===== src/rtl/im_port_arbiter_if.sv =====
// Bundle of the fetch, debug and instruction-memory signals around im_port_arbiter.
// The slave modport is the arbiter's view; master is the requester/memory side.
interface im_port_arbiter_if #(
    parameter int ADDR_W = 5,
    parameter int DATA_W = 32
);
    logic              f_req;
    logic [ADDR_W-1:0] f_addr;
    logic              f_gnt;
    logic              f_valid;
    logic [DATA_W-1:0] f_inst;

    logic              d_req;
    logic [ADDR_W-1:0] d_addr;
    logic              d_gnt;
    logic              d_valid;
    logic [DATA_W-1:0] d_inst;

    logic [ADDR_W-1:0] im_addr;
    logic [DATA_W-1:0] im_inst;

    modport slave (
        input  f_req, f_addr, d_req, d_addr, im_inst,
        output f_gnt, f_valid, f_inst, d_gnt, d_valid, d_inst, im_addr
    );

    modport master (
        output f_req, f_addr, d_req, d_addr, im_inst,
        input  f_gnt, f_valid, f_inst, d_gnt, d_valid, d_inst, im_addr
    );
endinterface


===== src/rtl/im_port_arbiter.sv =====
// Shares the instruction-memory read port between fetch and debug, with a starvation bound for debug.
// Define IM_ARB_RR_EN to alternate owners on contention instead of fixed fetch priority.
//
// state      | meaning
// OWN_FETCH  | last granted read went to fetch
// OWN_DEBUG  | last granted read went to debug (reset value)
module im_port_arbiter #(
    parameter int ADDR_W   = 5,
    parameter int DATA_W   = 32,
    parameter int MAX_WAIT = 4
) (
    input  logic                  clk,
    input  logic                  rst,
    im_port_arbiter_if.slave      bus
);
    localparam int              CNT_W   = $clog2(MAX_WAIT + 1);
    localparam logic [CNT_W-1:0] MAX_CNT = CNT_W'(MAX_WAIT);

    typedef enum logic {
        OWN_FETCH = 1'b0,
        OWN_DEBUG = 1'b1
    } owner_e;

    owner_e            last_owner;
    owner_e            last_owner_nxt;
    logic [CNT_W-1:0]  wait_cnt;
    logic [CNT_W-1:0]  wait_cnt_nxt;
    logic [ADDR_W-1:0] held_addr;
    logic              starve;
    logic              contend;
    logic              pick_debug;
    logic              f_win;
    logic              d_win;

    logic              f_valid_q;
    logic              d_valid_q;
    logic [DATA_W-1:0] f_inst_q;
    logic [DATA_W-1:0] d_inst_q;

    always_comb begin
        starve     = (wait_cnt == MAX_CNT);
        contend    = bus.f_req && bus.d_req;
`ifdef IM_ARB_RR_EN
        pick_debug = starve || (last_owner == OWN_FETCH);
`else
        pick_debug = starve;
`endif
        f_win = 1'b0;
        d_win = 1'b0;
        // Grants are suppressed while reset is held, whatever the requests do.
        if (!rst) begin
            if (contend) begin
                d_win = pick_debug;
                f_win = !pick_debug;
            end else begin
                f_win = bus.f_req;
                d_win = bus.d_req;
            end
        end

        last_owner_nxt = last_owner;
        if (f_win) begin
            last_owner_nxt = OWN_FETCH;
        end else if (d_win) begin
            last_owner_nxt = OWN_DEBUG;
        end

        wait_cnt_nxt = '0;
        if (bus.d_req && !d_win) begin
            wait_cnt_nxt = starve ? wait_cnt : wait_cnt + 1'b1;
        end
    end

    always_ff @(posedge clk or posedge rst) begin
        if (rst) begin
            last_owner <= OWN_DEBUG;
            wait_cnt   <= '0;
        end else begin
            last_owner <= last_owner_nxt;
            wait_cnt   <= wait_cnt_nxt;
        end
    end

    // Data path: capture the memory word for the winner, pulse its valid next cycle.
    always_ff @(posedge clk or posedge rst) begin
        if (rst) begin
            f_valid_q <= 1'b0;
            d_valid_q <= 1'b0;
            f_inst_q  <= '0;
            d_inst_q  <= '0;
            held_addr <= '0;
        end else begin
            f_valid_q <= f_win;
            d_valid_q <= d_win;
            if (f_win) begin
                f_inst_q  <= bus.im_inst;
                held_addr <= bus.f_addr;
            end else if (d_win) begin
                d_inst_q  <= bus.im_inst;
                held_addr <= bus.d_addr;
            end
        end
    end

    // Idle cycles keep the last address so the memory is not re-addressed.
    assign bus.im_addr = f_win ? bus.f_addr : (d_win ? bus.d_addr : held_addr);
    assign bus.f_gnt   = f_win;
    assign bus.d_gnt   = d_win;
    assign bus.f_valid = f_valid_q;
    assign bus.d_valid = d_valid_q;
    assign bus.f_inst  = f_inst_q;
    assign bus.d_inst  = d_inst_q;
endmodule


===== src/flat_wrapper.sv =====
// flat-port wrapper written by rule: the top's interface ports become plain ports
module im_port_arbiter_flat 
#(
    parameter int ADDR_W   = 5,
    parameter int DATA_W   = 32,
    parameter int MAX_WAIT = 4
)
  (clk, rst, bus_f_req, bus_f_addr, bus_d_req, bus_d_addr, bus_im_inst, bus_f_gnt, bus_f_valid, bus_f_inst, bus_d_gnt, bus_d_valid, bus_d_inst, bus_im_addr);
  im_port_arbiter_if #(.ADDR_W(ADDR_W), .DATA_W(DATA_W)) bus_i ();
  input  logic clk;
  input  logic rst;
  input wire logic [$bits(bus_i.f_req)-1:0] bus_f_req;
  input wire logic [$bits(bus_i.f_addr)-1:0] bus_f_addr;
  input wire logic [$bits(bus_i.d_req)-1:0] bus_d_req;
  input wire logic [$bits(bus_i.d_addr)-1:0] bus_d_addr;
  input wire logic [$bits(bus_i.im_inst)-1:0] bus_im_inst;
  output wire logic [$bits(bus_i.f_gnt)-1:0] bus_f_gnt;
  output wire logic [$bits(bus_i.f_valid)-1:0] bus_f_valid;
  output wire logic [$bits(bus_i.f_inst)-1:0] bus_f_inst;
  output wire logic [$bits(bus_i.d_gnt)-1:0] bus_d_gnt;
  output wire logic [$bits(bus_i.d_valid)-1:0] bus_d_valid;
  output wire logic [$bits(bus_i.d_inst)-1:0] bus_d_inst;
  output wire logic [$bits(bus_i.im_addr)-1:0] bus_im_addr;
  assign bus_i.f_req = bus_f_req;
  assign bus_i.f_addr = bus_f_addr;
  assign bus_i.d_req = bus_d_req;
  assign bus_i.d_addr = bus_d_addr;
  assign bus_i.im_inst = bus_im_inst;
  assign bus_f_gnt = bus_i.f_gnt;
  assign bus_f_valid = bus_i.f_valid;
  assign bus_f_inst = bus_i.f_inst;
  assign bus_d_gnt = bus_i.d_gnt;
  assign bus_d_valid = bus_i.d_valid;
  assign bus_d_inst = bus_i.d_inst;
  assign bus_im_addr = bus_i.im_addr;
  im_port_arbiter #(.ADDR_W(ADDR_W), .DATA_W(DATA_W), .MAX_WAIT(MAX_WAIT)) u_core (.clk(clk), .rst(rst), .bus(bus_i));
endmodule

===== config.mk =====
export PLATFORM = sky130hd
export DESIGN_NAME = im_port_arbiter_flat
export DESIGN_NICKNAME = d
export VERILOG_FILES = /design/src/rtl/im_port_arbiter_if.sv /design/src/rtl/im_port_arbiter.sv /design/src/flat_wrapper.sv
export SDC_FILE = /design/constraint.sdc
export NUM_CORES = 1
export LEC_CHECK = 0
export ABC_AREA = 1
export CAP_MARGIN = 15
export CORE_ASPECT_RATIO = 0.8
export CORE_MARGIN = 4
export CORE_UTILIZATION = 40
export DETAILED_ROUTE_END_ITERATION = 16
export PLACE_DENSITY = 0.75
export SYNTH_ARGS = -nofsm -noshare
export SYNTH_HDL_FRONTEND = slang
export SYNTH_SLANG_ARGS = --single-unit

===== constraint.sdc =====
create_clock -name clk -period 2.7 [get_ports clk]
set_input_delay 0.405 -clock clk [delete_from_list [all_inputs] [get_ports clk]]
set_output_delay 0.405 -clock clk [all_outputs]
set_load 0.02 [all_outputs]

* Word-level counts from Yosys, hierarchy flattened *
Cells that the tools add are included.
Widths: inputs -> output; s select.

word-level totals
  register bits = 74
  input bits = 46
  output and inout port bits = 73

operators by class
  add/subtract/negate cells = 1
  eq/ne operators = 2
  mux-type cells = 8
  bitwise operators = 1
  reductions and logical operators = 5

operator list
  kind                 count
  $mux 5               2
  $mux 3               2
  $mux 1               4
  $add 3x1->3 const B  1
  $eq 3x3->1 const B   1
  $logic_and 1x1->1    2
  $logic_not 1->1      2
  $ne 2x2->1 const B   1
  $reduce_and 2->1     1
  $not 1->1            1

* Longest topological paths before layout *
  word-level depth = 6
  mapped depth = 9

* Worst setup path after synthesis *
OpenSTA, ideal clock, no wires.

  kind = input-to-reg
  from = input port rst
  to = register u_core.wait_cnt[0]
  setup time = 118 ps
  data arrival time = 2288 ps
  required time = 2582 ps
  slack = 294 ps
  stages on the path = 4
  path buffers = 0
  cell sequence = inv_1 nor2_1 nand2_1 nand2_1

on the way
  cells in the longest elaborated chain, start to end = 4
  elaborated cells between the ends (all ways) = 5

RTL lines
  what                                                          RTL line               text
  start, declared                                               flat_wrapper.sv:11     input logic rst;
  $mux 1 *                                                      im_port_arbiter.sv:51  if (!rst) begin
  $logic_not 1->1 *                                             im_port_arbiter.sv:69  if (bus.d_req && !d_win) begin
  $logic_and 1x1->1 *                                           im_port_arbiter.sv:69
  $ne 2x2->1 (no source line) / $mux 3 (equally long branches)  -
  end signal, assigned                                          im_port_arbiter.sv:80  wait_cnt <= wait_cnt_nxt;
  end, declared                                                 im_port_arbiter.sv:26  logic [CNT_W-1:0] wait_cnt;

Every way passes the cells marked *; elsewhere a longest branch is shown, timed or not.
A chain may end at the register's enable or synchronous reset.

* Worst setup path in the final report *
  from = register u_core.wait_cnt[0]
  to = output port bus_d_gnt

on the way
  cells in the longest elaborated chain, start to end = 3

RTL lines
  what           RTL line               text
  $eq 3x3->1     im_port_arbiter.sv:41  starve = (wait_cnt == MAX_CNT);
  $mux 1         im_port_arbiter.sv:52  if (contend) begin
  $mux 1         im_port_arbiter.sv:51
  end, declared  flat_wrapper.sv:20     output wire logic [$bits(bus_i.d_gnt)-1:0] bus_d_gnt;

Every way passes these cells.

==> run_results.csv <==
group,metric,value,unit
status,status,"completed",
place,dpl-instance-area,4220,sq um
place,hpwl,5190,um
floorplan,rows,27,
drt,wl_per_cell,13.8,um
drt,first_iter_violations,117,
yosys,syn-instance-count,309,
timing,setup_ws,0.232,ns
grt,grt_util_met2,25.3,%
cts,cts-buffers-inserted,9,
timing,fmax,405,MHz
cts,root_buffer,"clkbuf_8",
drt,num_vias,2417,
power,pwr_density_cell,745,nW/um^2
critical_path,start_kind,"register",
job,cap_violations,0,
yosys,syn_avg_cell_area,9.67,sq um
critical_path,cp_data_required_time,2.30,ns
drt,via_per_inst,4.64,
power,leakagePower,2.22,nW
cts,clockBufferDepth,2,
drt,postRouteWirelength,7190,um
final_layout,final_area,4470,sq um
final_layout,antenna_cells,0,
min_path,hold_path.class,"register to register",
yosys,ys_seq_area_share,62.0,%
drt,ant_nets,0,
critical_path,crit_arrival,2.06,ns
floorplan,die_w,105,um
cts,clk-insertion-delay-late,0.33,ns
place,post-place-ws,0.175,ns
power,peakVddDrop,404,uV
floorplan,die_y,85.3,um
yosys,synth-seq-cells,74,
place,place.gp.congestion,0.808,
critical_path,worstPathMaxFanout,8,
drt,drtPass1Iterations,4,
grt,grt.busiest_layer,"met2",
yosys,synth_cell_types,19,
timing,final.setup.tns,0,ns
timing,rsz0062_at_grt,"false",
grt,grt_pass1_wl,12100,um
floorplan,coreArea,7060,sq um
timing,max-slew-margin-rel,68.8,%
grt,grt_start_max_net_pins,75,
floorplan,die_area,8930,sq um
yosys,synthesis.nets,357,
floorplan,start_util,42.3,%
cts,cts.sinks,74,
floorplan,io_pins,119,
yosys,ys_warn_count,0,
timing,period_needed,2.47,ns
cts,clkSlewWorstSetupHoldPaths,0.08,ns
cts,cts_tree,"built",
timing,drv_slew,0,
grt,grt_util_met3,6.24,%
final_layout,layout.nets,478,
timing,hold_viol,0,
timing,period_share,91.4,%
timing,worstMarginPinSlew,0.468,ns
grt,grtUsageMet1,22.3,%
timing,finalClockSkew,0.00659,ns
place,port_buffers,118,
critical_path,end_kind,"output port",
timing,setup_violations,0,
yosys,synthesis.area,2990,sq um
grt,grt_pass1_vias,2503,
grt,grt_antenna_before_repair,0,
final_layout,n_fill_cell,587,
grt,grt_use_total,16.6,%
cts,h-tree-depth,3,
final_layout,drive_gt1_share,8.76,%
critical_path,path_class,"register to output port",
drt,drc_errors,0,
grt,grt_overflow,0,
final_layout,area_growth,49.5,%
[metal layers]
| metal | share of wire [%] | up-vias |
|---|---|---|
| met1 | 47 | 1127 |
| li1 | - | 1200 |
| met3 | 7.2 | 6 |
| met5 | 0 | - |
| met4 | 0.67 | 0 |
| met2 | 45 | 84 |
[per-stage QoR]
stage | hold slack (ns) | total power [W] | instances | utilization [%]
4_1_cts | 0.487 | 0.00339 | 521 | 63.1
5_1_grt | 0.513 | 0.00351 | 521 | 63.3
3_3_place_gp | 0.465 | 0.00232 | 506 | 59.7
3_5_place_dp | 0.468 | 0.00234 | 506 | 59.7
6_report | 0.484 | 0.00333 | 521 | 63.3
2_1_floorplan | 0.475 | 0.00185 | 309 | -
[worst max-delay path: stages (launching register included)]
cell and delay, ns:
dfrtp_1 0.40, inv_1 0.08, ha_1 0.18, nand2_2 0.09, nand2_2 0.15, nand2_4 0.10
inv_1 0.11, clkdlybuf4s50_1 0.62
[registers in the layout, summed over array words and instances (netlist names)]
register	cells
u_core.bus.f_inst	32
u_core.bus.d_valid	1
u_core.wait_cnt	3
u_core.held_addr	5
u_core.bus.f_valid	1
u_core.bus.d_inst	32
[timing repair]
item                                    in CTS  in global routing
endpoints found under the hold margin        0                  0
endpoints found under the setup margin       0                  5
buffers inserted                             0                  0
gates resized for setup                      0                  5
hold buffers                                 0                  0
[report_power, final]
| part | leakage, nW | switching (W) | internal, W |
|---|---|---|---|
| sequential | 0.921 | 0.0000998 | 0.00128 |
| clock | 0.118 | 0.000387 | 0.000633 |
| combinational | 1.18 | 0.000483 | 0.000445 |
[synthesized netlist by cell type (all sizes together)]
cell type  instances  area [sq um]
o21ai             64           354
dfrtp             74          1850
nand2             88           345
nor2               3          27.5
a21oi              1          5.00
nand3             11          55.1
nand4              2          12.5
buf               14           120
xnor2              1          8.76
ha                 2          25.0
inv               49           184
[worst paths after layout]
| path | from | end | slack [ns] | depth (start not counted) |
|---|---|---|---|---|
| setup / recovery | u_core.wait_cnt[0] | bus_d_gnt | 0.23 | 7 |
| hold / removal | u_core.bus.d_inst[19] | u_core.bus.d_inst[19] | 0.48 | 2 |
| setup reg to reg | u_core.wait_cnt[0] | u_core.wait_cnt[1] | 0.94 | 8 |
| hold reg to reg | u_core.bus.d_inst[19] | u_core.bus.d_inst[19] | 0.48 | 2 |
| max in group asynchronous | rst | u_core.bus.d_inst[25] | 1.73 | 4 |
| min in group asynchronous | rst | u_core.bus.f_inst[5] | 0.64 | 4 |
[layout make-up]
cell class	instances	area (sq um)	share of cell area, %
Clock buffer	10	138	3.08
Clock inverter	5	103	2.30
Inverter	49	184	4.12
Multi-Input combinational cell	172	833	18.6
Sequential cell	74	1850	41.4
Tap cell	87	109	2.44
Timing Repair Buffer	124	1250	28.0
[layout by cell type, fill, tap and decap left out, types with 2 or more instances in the layout]
cell	synthesis	routed
buf_4	5	5
inv_1	47	46
o21ai_1	23	23
o21ai_2	9	9
ha_1	2	2
bufinv_16	0	3
nand4_1	2	2
dfrtp_1	74	74
nand2_1	84	84
nor2_1	2	2
inv_2	2	3
o21ai_0	32	32
dlymetal6s2s_1	0	5
clkbuf_8	0	10
nand3_1	11	11
clkdlybuf4s50_1	0	113
nand2_2	3	3
[kinds of logic after synthesis]
family / synth area share [%]
buffers and inverters: 10.2
flip-flops: 62.0
AO/OA/AOI/OAI: 12.0
XOR/XNOR: 0.293
adder cells (fa/ha/maj): 0.837
AND/OR/NAND/NOR: 14.7
(Power assumes the default switching activity.)
